==> config.mk <==
export PLATFORM = sky130hd
export DESIGN_NAME = atom_iosys_multi
export DESIGN_NICKNAME = d
export VERILOG_FILES = /design/src/rtl/atom_iosys_multi_pkg.sv /design/src/rtl/atom_vsync_edge.sv /design/src/rtl/atom_iosys_multi.sv
export SDC_FILE = /design/constraint.sdc
export NUM_CORES = 1
export LEC_CHECK = 0
export BUFFER_PORTS_ARGS = -buffer_cell sky130_fd_sc_hd__buf_2
export CORE_AREA = 3 3 138 140
export CTS_CLUSTER_DIAMETER = 40
export DETAILED_ROUTE_END_ITERATION = 8
export DIE_AREA = 0 0 141 143
export PLACE_DENSITY_LB_ADDON = 0.15
export SLEW_MARGIN = 10
export SYNTH_ARGS = -nofsm -noshare
export SYNTH_HDL_FRONTEND = slang
export SYNTH_HIERARCHICAL = 1
export SYNTH_SLANG_ARGS = --single-unit
==> constraint.sdc <==
create_clock -name clk -period 2.25 [get_ports clk]
set_input_delay 0.225 -clock clk [delete_from_list [all_inputs] [get_ports clk]]
set_output_delay 0.225 -clock clk [all_outputs]
set_load 0.03 [all_outputs]
==> src/rtl/atom_iosys_multi_pkg.sv <==
// Shared decode codes and reset constants for the multi-console Atom I/O block.
package atom_io_pkg;

  typedef enum logic [1:0] {
    REG_PIO   = 2'd0,
    REG_EXT   = 2'd1,
    REG_VIA   = 2'd2,
    REG_VGAIO = 2'd3
  } region_e;

  typedef enum logic [1:0] {
    PIO_A   = 2'd0,
    PIO_B   = 2'd1,
    PIO_C   = 2'd2,
    PIO_CTL = 2'd3
  } pio_off_e;

  localparam logic [3:0] IO_PAGE    = 4'hB;
  localparam logic [7:0] UNMAP_MASK = 8'hF1;
  localparam logic [7:0] RST_COL0   = 8'h03;
  localparam logic [7:0] RST_COLN   = 8'hFF;
  localparam logic [3:0] RST_KBROW  = 4'hF;

  // Unmapped locations float back the high address byte through the bus mask.
  function automatic logic [7:0] unmapped_rd(input logic [7:0] page);
    return page & UNMAP_MASK;
  endfunction

endpackage

==> src/rtl/atom_vsync_edge.sv <==
// Synchronises the asynchronous vsync_n and flags the first cycle of flyback.
module atom_vsync_edge (
  input  logic clk_i,
  input  logic reset_i,
  input  logic vsync_n_i,
  output logic vs_sync_o,
  output logic frame_tick_o
);

  logic s1_q, s2_q, s3_q;

  // Two-stage synchroniser plus one delay stage for falling-edge detection.
  always_ff @(posedge clk_i) begin
    if (reset_i) begin
      s1_q <= 1'b1;
      s2_q <= 1'b1;
      s3_q <= 1'b1;
    end else begin
      s1_q <= vsync_n_i;
      s2_q <= s1_q;
      s3_q <= s2_q;
    end
  end

  assign vs_sync_o    = s2_q;
  assign frame_tick_o = ~s2_q & s3_q;

endmodule

==> src/rtl/atom_iosys_multi.sv <==
// Multi-console Atom #BXXX I/O block: per-console PIO and palette, tone divider,
// and display shadows reloaded only at flyback start.
module atom_iosys_multi
  import atom_io_pkg::*;
#(
  parameter int NCON     = 4,
  parameter int NCOL     = 4,
  parameter int CBITS    = 6,
  parameter int TONE_DIV = 5208,
  localparam int CW      = (NCON > 1) ? $clog2(NCON) : 1
) (
  input  logic                  clk,
  input  logic                  reset,
  input  logic [18:0]           address,
  input  logic [7:0]            Din,
  output logic [7:0]            Dout,
  input  logic                  WE,
  output logic                  IO_sel,
  input  logic [7:0]            key_in,
  input  logic                  rept_n,
  input  logic                  cas_in,
  input  logic                  vsync_n,
  input  logic [CW-1:0]         visible,
  input  logic [CW-1:0]         active,
  output logic [3:0]            key_row,
  output logic [3:0]            gmod,
  output logic [NCOL*CBITS-1:0] colors,
  output logic                  tape_out,
  output logic                  speaker,
  output logic                  frame_tick
);

  localparam int IW = $clog2(NCOL);
  localparam int TW = $clog2(TONE_DIV);
  localparam logic [CBITS-1:0] RC0 = RST_COL0[CBITS-1:0];
  localparam logic [CBITS-1:0] RCN = RST_COLN[CBITS-1:0];
  localparam logic [TW-1:0]    DIV_LAST = TW'(TONE_DIV - 1);

  logic [3:0]       kbrow_q [NCON];
  logic [3:0]       gmode_q [NCON];
  logic [3:0]       portc_q [NCON];
  logic [CBITS-1:0] pal_q   [NCON][NCOL];

  logic [TW-1:0]         div_q;
  logic                  tone_q;
  logic [3:0]            gmod_q;
  logic [NCOL*CBITS-1:0] colors_q;

  logic          io_sel_s, con_ok_s, wr_s, vs_sync_s, frame_tick_s, unused_s;
  logic [CW-1:0] con_s, vis_s, act_s;
  logic [IW-1:0] pidx_s;
  logic [7:0]    rd_s;
  region_e       region_s;
  pio_off_e      poff_s;

  // Out-of-range console numbers fall back to console 0 for display/keyboard use.
  function automatic logic [CW-1:0] clamp_con(input logic [CW-1:0] c);
    if (int'(c) < NCON) return c;
    else return {CW{1'b0}};
  endfunction

  assign io_sel_s = (address[15:12] == IO_PAGE);
  assign con_s    = address[16 +: CW];
  assign con_ok_s = (int'(con_s) < NCON);
  assign pidx_s   = address[IW-1:0];
  assign region_s = region_e'(address[11:10]);
  assign poff_s   = pio_off_e'(address[1:0]);
  assign wr_s     = WE & io_sel_s & con_ok_s;
  assign vis_s    = clamp_con(visible);
  assign act_s    = clamp_con(active);
  assign unused_s = ^address;

  atom_vsync_edge u_vsync (
    .clk_i        (clk),
    .reset_i      (reset),
    .vsync_n_i    (vsync_n),
    .vs_sync_o    (vs_sync_s),
    .frame_tick_o (frame_tick_s)
  );

  // CPU-visible per-console registers.
  always_ff @(posedge clk) begin
    if (reset) begin
      for (int i = 0; i < NCON; i++) begin
        kbrow_q[i] <= RST_KBROW;
        gmode_q[i] <= 4'h0;
        portc_q[i] <= 4'h0;
        for (int j = 0; j < NCOL; j++) begin
          pal_q[i][j] <= (j == 0) ? RC0 : RCN;
        end
      end
    end else if (wr_s) begin
      case (region_s)
        REG_PIO: begin
          case (poff_s)
            PIO_A: begin
              kbrow_q[con_s] <= Din[3:0];
              gmode_q[con_s] <= Din[7:4];
            end
            PIO_C:   portc_q[con_s] <= Din[3:0];
            default: ;
          endcase
        end
        REG_VGAIO: pal_q[con_s][pidx_s] <= Din[CBITS-1:0];
        default:   ;
      endcase
    end
  end

  // Tone half-period divider.
  always_ff @(posedge clk) begin
    if (reset) begin
      div_q  <= {TW{1'b0}};
      tone_q <= 1'b0;
    end else if (div_q == DIV_LAST) begin
      div_q  <= {TW{1'b0}};
      tone_q <= ~tone_q;
    end else begin
      div_q  <= div_q + TW'(1);
    end
  end

  // Display shadows; a write landing in the load cycle is seen next frame.
  always_ff @(posedge clk) begin
    if (reset) begin
      gmod_q <= 4'h0;
      for (int j = 0; j < NCOL; j++) begin
        colors_q[j*CBITS +: CBITS] <= (j == 0) ? RC0 : RCN;
      end
    end else if (frame_tick_s) begin
      gmod_q <= gmode_q[vis_s];
      for (int j = 0; j < NCOL; j++) begin
        colors_q[j*CBITS +: CBITS] <= ((j == 0) && (visible == active)) ?
                                      {CBITS{1'b0}} : pal_q[vis_s][j];
      end
    end
  end

  // CPU read mux.
  always_comb begin
    rd_s = unmapped_rd(address[15:8]);
    if (io_sel_s) begin
      case (region_s)
        REG_PIO: begin
          if (!con_ok_s) begin
            rd_s = 8'hFF;
          end else begin
            case (poff_s)
              PIO_A:   rd_s = {gmode_q[con_s], kbrow_q[con_s]};
              PIO_B:   rd_s = (con_s == active) ? key_in : 8'hFF;
              PIO_C:   rd_s = {vs_sync_s, rept_n, cas_in, tone_q, portc_q[con_s]};
              default: rd_s = unmapped_rd(address[15:8]);
            endcase
          end
        end
        REG_VGAIO: begin
          if (!con_ok_s) begin
            rd_s = 8'hFF;
          end else begin
            rd_s = 8'h00;
            rd_s[CBITS-1:0] = pal_q[con_s][pidx_s];
          end
        end
        default: rd_s = unmapped_rd(address[15:8]);
      endcase
    end else begin
      rd_s = unmapped_rd(address[15:8]);
    end
  end

  assign Dout       = rd_s;
  assign IO_sel     = io_sel_s;
  assign key_row    = kbrow_q[act_s];
  assign gmod       = gmod_q;
  assign colors     = colors_q;
  assign tape_out   = portc_q[act_s][0] ^ (portc_q[act_s][1] & tone_q);
  assign speaker    = portc_q[act_s][2];
  assign frame_tick = frame_tick_s;

endmodule

-- After elaboration in Yosys (flattened, before gate mapping)
Memory sizes are Yosys's and may differ from the RTL's. A register that Yosys moved wholly into a read port is not among the register bits.
Index checks and enable logic that the tools add are counted.
- word-level logic and storage cells: 73
- output and inout bits: 44
- register bits after elaboration: 41
- input port bits: 45
- memories: 4
- memory bits (writable): 144
- memory list (name ; depth ; width ; read ports ; clocked after Yosys merged registers in ; wr ports ; RTL line ; RTL):
    pal_q ; 4 ; 24 ; 2 ; 0 ; 4 ; atom_iosys_multi.sv:42 ; logic [CBITS-1:0] pal_q [NCON][NCOL];
    gmode_q ; 4 ; 4 ; 2 ; 1 ; 4 ; atom_iosys_multi.sv:40 ; logic [3:0] gmode_q [NCON];
    kbrow_q ; 4 ; 4 ; 2 ; 0 ; 4 ; atom_iosys_multi.sv:39 ; logic [3:0] kbrow_q [NCON];
    portc_q ; 4 ; 4 ; 2 ; 0 ; 4 ; atom_iosys_multi.sv:41 ; logic [3:0] portc_q [NCON];
- $add $sub $neg: 1
- $lt $le $gt $ge: 2
- equal/unequal tests: 7
- bitwise gates (word level): 7
- muxes and demuxes: 38
- reduce and logical (&&, ||, !) cells: 8
- operator list (cell ; number):
    two-way mux 24 bit ; 3
    two-way mux 6 bit ; 4
    case mux 8 bit (3 select lines) ; 1
    OR reduction 24 bit ; 1
    two-way mux 1 bit ; 18
    two-way mux 8 bit ; 2
    case mux 8 bit (2 select lines) ; 1
    adder 13 x 1 -> 13 bit, second input constant ; 1
    == test 13 bit, second input constant ; 1
    binary-select mux 6 bit (select 2 bit) ; 1
    demux 6 bit (select 2 bit) ; 1
    two-way mux 4 bit ; 3
    OR reduction 4 bit ; 3
    two-way mux 2 bit ; 4
    == test 2 bit ; 2
    == test 2 bit, second input constant ; 2
    == test 4 bit, second input constant ; 1
    logical NOT 2 bit ; 2
    AND 1 bit ; 3
    >= comparator 3 bit, second input constant ; 1
    < comparator 3 x 1 -> 1 bit, second input constant ; 1
    inverter 2 -> 3 bit ; 1
    == test 2 x 1 -> 1 bit, second input constant ; 1
    inverter 1 bit ; 2
    3 further kinds ; 3

-- Depth between registers and ports, before layout
Gate-level depths: netlist of run 1.
- word-level depth: 8
- depth in mapped cells: 8

-- By module
The synthesis of run 1 kept the hierarchy.
- modules (own cells, without submodules) (module ; seq. area each (µm²) ; instances ; cells each ; area an instance (µm²)):
    atom_iosys_multi ; 5165.0 ; 1 ; 748 ; 9557.9
    atom_vsync_edge ; 60.1 ; 1 ; 7 ; 85.1

-- Least setup slack after synthesis of run 1
Ideal clock, no wire load.
- path type: input to register
- start point: input port address[10]
- end point: memory gmode_q[3][0] (enable)
- cell stages on the path: 6
- arrival: 1775 ps
- required time: 1863 ps
- setup time: 387 ps
- setup slack: 88 ps
- buffers on the path: 1
- cell sequence: inv_1 -> ha_1 -> and2b_1 -> nand2b_1 -> clkbuf_1 -> o31ai_1
- RTL lines (element ; RTL line ; RTL):
    start, declared ; atom_iosys_multi.sv:14 ; input logic [18:0] address,
    end, declared ; atom_iosys_multi.sv:40 ;

==> results of run 1 <==
repair_timing:
action | in CTS | in global routing
hold buffers | 1 | 0
endpoints found under the setup margin | 6 | 6
buffers inserted | 9 | 2
hold endpoints to repair | 1 | 0
resized for setup | 21 | 5
pin swaps | 13 | 2
critical path: stages (launching register included):
cell	delay [ps]
edfxtp_1	410
mux4_2	510
a22o_1	270
o31ai_4	260
o21ai_1	120
buf_4	180
final timing paths:
| kind | startpoint | end | slack (ps) | depth (start not counted) |
|---|---|---|---|---|
| worst max-delay path | pal_q[0][18]$_SDFFCE_PN1P_ | Dout[0] | -160 | 5 |
| worst min-delay path | Din[7] | gmode_q[0][3]$_SDFFCE_PN0P_ | 150 | 2 |
| worst max register to register | div_q[5]$_SDFF_PP0_ | div_q[7]$_SDFF_PP0_ | 440 | 4 |
| worst min register to register | u_vsync/s1_q$_SDFF_PP1_ | u_vsync/vs_sync_o$_SDFF_PP1_ | 420 | 1 |
cells by family after synthesis:
family,Yosys count,synth area share
AOI/OAI and AO/OA,90,0.06073
buffers and inverters,86,0.04243
DFF,189,0.5418
muxes,82,0.1722
xor gates and xnor gates,17,0.01622
and+or+nand+nor,288,0.1627
adders and majority gates,3,0.003893
placed cells by master (no fill, tap or decap), types with 17 or more instances in the layout:
cell type | synthesis | routed
and2_1 | 25 | 25
clkbuf_16 | 0 | 17
mux4_2 | 54 | 61
o21ai_0 | 39 | 39
dfxtp_1 | 45 | 45
nor2_1 | 86 | 86
mux2i_1 | 17 | 17
nand2b_1 | 18 | 18
or3_1 | 84 | 84
buf_4 | 6 | 82
buf_2 | 14 | 74
edfxtp_1 | 144 | 144
where the power goes:
part / internal (mW) / leakage, nW / switching [mW]
combinational: 0.412 / 1.96 / 0.523
clock: 1.55 / 0.257 / 1.36
sequential: 3.90 / 1.79 / 0.0925
layout make-up:
cell class / count / area share
Multi-Input combinational cell: 480 / 0.3584
Tap cell: 229 / 0.02542
Inverter: 17 / 0.005662
Sequential cell: 189 / 0.4636
Timing Repair Buffer: 163 / 0.09670
Clock inverter: 13 / 0.01177
Clock buffer: 19 / 0.03841
flip-flops by register name, summed over array words and instances (netlist names):
signal / count
colors: 24
u_vsync/vs_sync_o: 1
tone_q: 1
pal_q: 96
kbrow_q: 16
gmod: 4
div_q: 13
gmode_q: 16
portc_q: 16
u_vsync/s3_q: 1
u_vsync/s1_q: 1
through the flow:
stage	worst slack (ps)	hold slack, ps
6_report	-158.3	148.6
5_1_grt	-197.9	146.3
4_1_cts	-166.7	136.0
3_5_place_dp	7.039	409.4
3_3_place_gp	17.76	398.2
2_1_floorplan	88.00	322.1
cell usage after synthesis (4+ instances only):
cell type	number	area (um^2)
dfxtp_1	45	900.9
a21oi_1	6	30.03
or3_1	84	525.5
a22o_1	9	78.83
clkbuf_1	42	157.7
nor2b_1	6	37.54
o21ai_0	39	195.2
mux4_2	54	1216
nand4b_1	6	52.55
nand2_1	16	60.06
buf_2	14	70.07
or2_1	4	25.02
xnor2_1	15	131.4
buf_6	4	45.04
mux2i_1	17	170.2
and2_1	25	156.4
buf_4	6	45.04
a22oi_1	9	67.56
nand3_1	10	50.05
or2_2	5	31.28
nand4_1	5	31.28
nand2b_1	18	112.6
o21ai_1	4	20.02
nor2_1	86	322.8
inv_1	16	60.06
and3_1	4	25.02
edfxtp_1	144	4324
nor3_1	8	40.04
mux4_1	10	262.8
routing by layer:
| layer | share of wire | vias to the layer above |
|---|---|---|
| met5 | 0 | - |
| met4 | 0.022 | 0 |
| met3 | 0.075 | 34 |
| met2 | 0.50 | 328 |
| met1 | 0.40 | 3420 |
| li1 | - | 3078 |
==> summary.txt, run 1 <==
Status
  – Status: complete, but fails checks
  – Failing checks: setup timing

Worst hold path
  – Hold/Removal Path Class: in -> reg

Die
  – I/O pin count: 89
  – Die Y: 143 um
  – Area of the die: 20,160 um^2
  – Initial Util: 0.5368
  – Row Count: 49
  – Core region area: 17,960 um^2
  – DIE WIDTH: 141 um

Clocking
  – Later-pin clock latency in the skew report: 440 ps
  – CTS Root Buffer Type: clkbuf_16
  – Clock sink total: 189
  – CTS max path bufs: 2
  – CTS buffer count: 17
  – CTS tree: built
  – H-tree levels: 4
  – Clock transition at path regs: 70 ps

GRT
  – GR Layer Usage met2: 0.4365
  – Antenna violations before repair: 0
  – Wire length of the first global-routing pass: 39,360 um
  – Busiest grt layer: met2
  – GR Util met3: 0.04889
  – Vias in the first global route: 6,879
  – Largest net degree at the start of global routing: 31
  – Total gr overflow: 0
  – Global-route met1 utilization: 0.3473
  – Total GRT Usage: 0.2601

Routing
  – DR pass1 iterations: 5
  – Via density per instance: 6.180
  – DRT antenna net count: 0
  – Iter 0 DRT Violations: 557
  – Via Count: 6,860
  – # DRC: 0
  – Drt wl/cell: 22.89 um
  – DRT Wirelength: 25,410 um

STA
  – Max frequency: 0.4152 GHz
  – Final min period: 2408 ps
  – Slew @ Worst Pin: 990.0 ps
  – Final hold vios: 0
  – Final Setup Violations: 6
  – RSZ-0062 raised after global routing: yes
  – Post-route setup slack: -158.3 ps
  – Post-Route Skew: 7.654 ps
  – Tcrit/Tclk final: 1.070
  – Count of pins over their slew limit: 0
  – Setup TNS: -565.3 ps
  – Slew margin rel.: 0.3330

Finish
  – P&R area growth vs syn: 16.87%
  – Final design utilization: 0.6274
  – Non-filler instance count after layout: 1,110
  – Antenna diode count: 0
  – Post-route design area: 11,270 um^2
  – Nets: 916
  – Layout cells sized above 1: 0.3087
  – Register area: 5225 um^2
  – Fill cell count: 1,405
  – Multi-input logic area: 4039 um^2

Power and ir drop
  – Peak ir drop on the vdd network: 0.0005802 V
  – Total power: 7.839 mW
  – Pwr Density: 695.6 nW/um^2
  – LEAKAGE: 4.006 nW

Synthesis
  – Distinct cell type count after synthesis: 58
  – Post-synth top flop: edfxtp_1
  – Yosys Warn Count: 6
  – Synthesized flop and latch total: 189
  – Mapped Cells: 755
  – Number of synthesized flops with an enable pin: 144
  – Post-synthesis sequential area ratio: 0.5418
  – Mean post-synth cell area: 12.77 um^2
  – Synthesized net count: 803
  – Synth Cell Area: 9643 um^2
  – Async S/R FF share, synth: 0

Critical path
  – Crit-path max FO: 2
  – WP data arrival: 2180 ps
  – Crit path launch type: flip-flop
  – Setup CP Type: reg -> out
  – Setup crit end kind: output port
  – Required time worst endpoint: 2030 ps

Placed design
  – Dpl hpwl: 18,270 um
  – Placed cells: 1,066
  – Buffers added on ports: 80
  – RePlAce Congestion: 0.8841
  – DP Area: 10,560 um^2

Job
  – MaxCap Viol Count: 0
No activity file was read; power rests on OpenSTA's default activity.
==> run 2: changes to the inputs <==
--- a/config.mk
+++ b/config.mk
@@ -5,11 +5,12 @@
 export SDC_FILE = /design/constraint.sdc
 export NUM_CORES = 1
 export LEC_CHECK = 0
+export ABC_AREA = 1
 export BUFFER_PORTS_ARGS = -buffer_cell sky130_fd_sc_hd__buf_2
-export CORE_AREA = 3 3 138 140
+export CORE_AREA = 3 3 140 142
 export CTS_CLUSTER_DIAMETER = 40
 export DETAILED_ROUTE_END_ITERATION = 8
-export DIE_AREA = 0 0 141 143
+export DIE_AREA = 0 0 143 145
 export PLACE_DENSITY_LB_ADDON = 0.15
 export SLEW_MARGIN = 10
 export SYNTH_ARGS = -nofsm -noshare
==> summary.txt, run 2 <==
Die
  – Core region area: 18,580 um^2
  – I/O pin count: 89
  – Initial Util: 0.5367
  – Die Y: 145 um
  – DIE WIDTH: 143 um
  – Row Count: 50
  – Area of the die: 20,740 um^2

Routing
  – DRT antenna net count: 0
  – # DRC: 0
  – Via Count: 9,491
  – Via density per instance: 5.988
  – DR pass1 iterations: 6
  – Drt wl/cell: 19.67 um
  – Iter 0 DRT Violations: 1,300
  – DRT Wirelength: 31,180 um

Power and ir drop
  – Comb pwr share: 0.133
  – Pwr Density: 699.2 nW/um^2
  – Peak ir drop on the vdd network: 0.0005493 V
  – LEAKAGE: 4.862 nW
  – Sw Pwr: 2.333 mW
  – Total power: 8.115 mW
  – Sequential fraction of design power: 0.494
  – Clock share of power: 0.374
  – Sw frac: 0.2874
  – Cell Int Power: 5.783 mW

STA
  – Final min period: 2130 ps
  – Slew margin rel.: 0.5429
  – Max frequency: 0.4694 GHz
  – Tcrit/Tclk final: 0.9469
  – Final hold vios: 0
  – Final Setup Violations: 0
  – Post-Route Skew: 10.20 ps
  – Count of pins over their slew limit: 0
  – RSZ-0062 raised after global routing: no
  – Slew @ Worst Pin: 685.7 ps
  – Setup TNS: 0 ps

Critical path
  – Setup crit end kind: output port
  – Required time worst endpoint: 2030 ps
  – Reg-to-Reg Start: div_q[0]$_SDFF_PP0_
  – Worst Setup SP: address[16]
  – FF-to-FF setup slack: 530 ps
  – Crit-path max FO: 21
  – FF-to-FF path depth: 8
  – Crit path launch type: input pin
  – Reg-to-reg endpoint: div_q[12]$_SDFF_PP0_
  – WP data arrival: 1910 ps
  – Setup CP Type: in -> out
  – Crit path capture: Dout[1]

Synthesis
  – Synthesized flop and latch total: 189
  – Mapped Cells: 1,255
  – Post-synth top flop: edfxtp_1
  – Share of the synthesized area in the top cell type: 0.4336
  – Async S/R FF share, synth: 0
  – Dominant cell type by area after synthesis: edfxtp_1
  – Synth Cell Area: 9972 um^2
  – Commonest cells in the netlist: nand2_1 (425), edfxtp_1 (144), nor2_1 (113), a21oi_1 (78), nand4_1 (75)
  – Top cells by area, synth: edfxtp_1 (43%), nand2_1 (16%), dfxtp_1 (9.0%), nand4_1 (4.7%), nor2_1 (4.3%)
  – Number of synthesized flops with an enable pin: 144
  – Mean post-synth cell area: 7.946 um^2
  – Yosys Warn Count: 6
  – Distinct cell type count after synthesis: 31
  – Synthesized net count: 1,303
  – Most common cell in the netlist: nand2_1
  – Post-synthesis sequential area ratio: 0.5240

Job
  – MaxCap Viol Count: 0

Finish
  – Antenna diode count: 0
  – Register area: 5225 um^2
  – Largest reg by FF count: pal_q
  – P&R area growth vs syn: 16.39%
  – Multi-input logic area: 4054 um^2
  – Nets: 1,386
  – Commonest non-fill, non-tap cell in the layout: nand2_1
  – Most frequent cells in the layout: nand2_1 (424), edfxtp_1 (144), nor2_1 (110), buf_2 (79), a21oi_1 (78)
  – Fill cell count: 1,598
  – Final design utilization: 0.6246
  – Layout cells sized above 1: 0.1517
  – Max reg flops: 96

Clocking
  – Clock sink total: 189
  – Later-pin clock latency in the skew report: 440 ps
  – CTS buffer count: 17
  – CTS max path bufs: 2
  – H-tree levels: 4
  – CTS Root Buffer Type: clkbuf_16
  – CTS tree: built
  – Clock transition at path regs: 70 ps

GRT
  – Largest net degree at the start of global routing: 62
  – Total GRT Usage: 0.2925
  – Antenna violations before repair: 1
  – Total gr overflow: 0
  – Wire length of the first global-routing pass: 47,090 um
  – Vias in the first global route: 8,532

Placed design
  – Buffers added on ports: 80
  – Dpl hpwl: 20,930 um
  – RePlAce Congestion: 0.9474

Status
  – Status: finished clean

Worst hold path
  – Hold/Removal Path Class: in -> reg
## run 2: cell types whose count changed after synthesis, sizes merged, moves of 14 or more
cell / change
mux4: -64
clkbuf: +19
nand4: +70
inv: +60
nand3: +58
nand2b: -18
xnor2: -14
o21ai: +30
and2: -25
nor2: +28
or3: -84
a21oi: +72
mux2i: -17
nand2: +409
## run 2: layer usage
metal / up-vias / part of all wire / GRT usage
met5: - / 0.00042 / 0
met4: 2 / 0.026 / 0.09458
met3: 72 / 0.12 / 0.06032
met2: 622 / 0.45 / 0.4455
met1: 4382 / 0.40 / 0.4199
li1: 4413 / - / -
## run 2: through the flow
stage / instances / hold slack, ps / worst slack (ps) / cell area (um^2)
floorplan: 1255 / 316.9 / 385.1 / 9972
global placement: 1547 / 390.9 / 140.0 / 10940
detailed placement: 1547 / 405.9 / 128.2 / 10940
CTS: 1580 / 122.7 / 107.9 / 11550
global route: 1585 / 149.4 / 27.75 / 11610
finish: 1585 / 133.0 / 119.6 / 11610
## run 2: power groups by stage
stage,registers [mW],clock network (mW),logic (mW)
after floorplan,4.09,0,0.596
after global placement,4.07,0,1.02
after detailed placement,4.08,0,1.03
after CTS,4.00,3.04,1.04
after global routing,4.02,3.19,1.16
final,4.01,3.03,1.08
## run 2: worst min-delay path by stage
stage | slack [ps] | end | cells past startpoint | from
after floorplan | 320 | u_vsync/s1_q$_SDFF_PP1_ | 2 | vsync_n
after global placement | 390 | u_vsync/vs_sync_o$_SDFF_PP1_ | 2 | u_vsync/s1_q$_SDFF_PP1_
after detailed placement | 410 | u_vsync/vs_sync_o$_SDFF_PP1_ | 2 | u_vsync/s1_q$_SDFF_PP1_
after CTS | 120 | gmode_q[0][3]$_SDFFCE_PN0P_ | 3 | Din[7]
after global routing | 150 | gmode_q[3][3]$_DFFE_PP_ | 3 | Din[7]
final | 130 | gmode_q[0][3]$_SDFFCE_PN0P_ | 3 | Din[7]
## run 2: critical path, cell delays in order
cell and delay [ps]:
buf_2 190, buf_12 180, nand2_1 90, clkinv_1 100, buf_12 170, nand2_1 60
nand3_1 90, nand2_1 80, nand2_1 120, o21ai_0 100, a21oi_1 270, buf_4 210
## run 2: final cells by class
cell class	count	area share
Sequential cell	189	0.4502
Multi-Input combinational cell	888	0.3493
Timing Repair Buffer	162	0.09810
Clock buffer	18	0.03881
Inverter	80	0.02587
Tap cell	234	0.02523
Clock inverter	14	0.01251
## run 2: cells by family after synthesis
family,after synthesis,synth area share
compound gates,187,0.1050
xor+xnor,3,0.002635
fa+ha+maj,3,0.003765
buf+inv,178,0.07102
flops,189,0.5240
simple gates,695,0.2936
## run 2: repair_timing
action	4_1_cts	5_1_grt
hold buffers	1	0
setup endpoints to repair	0	2
buffers inserted	0	4
gates resized for setup	0	3
endpoints found under the hold margin	1	0
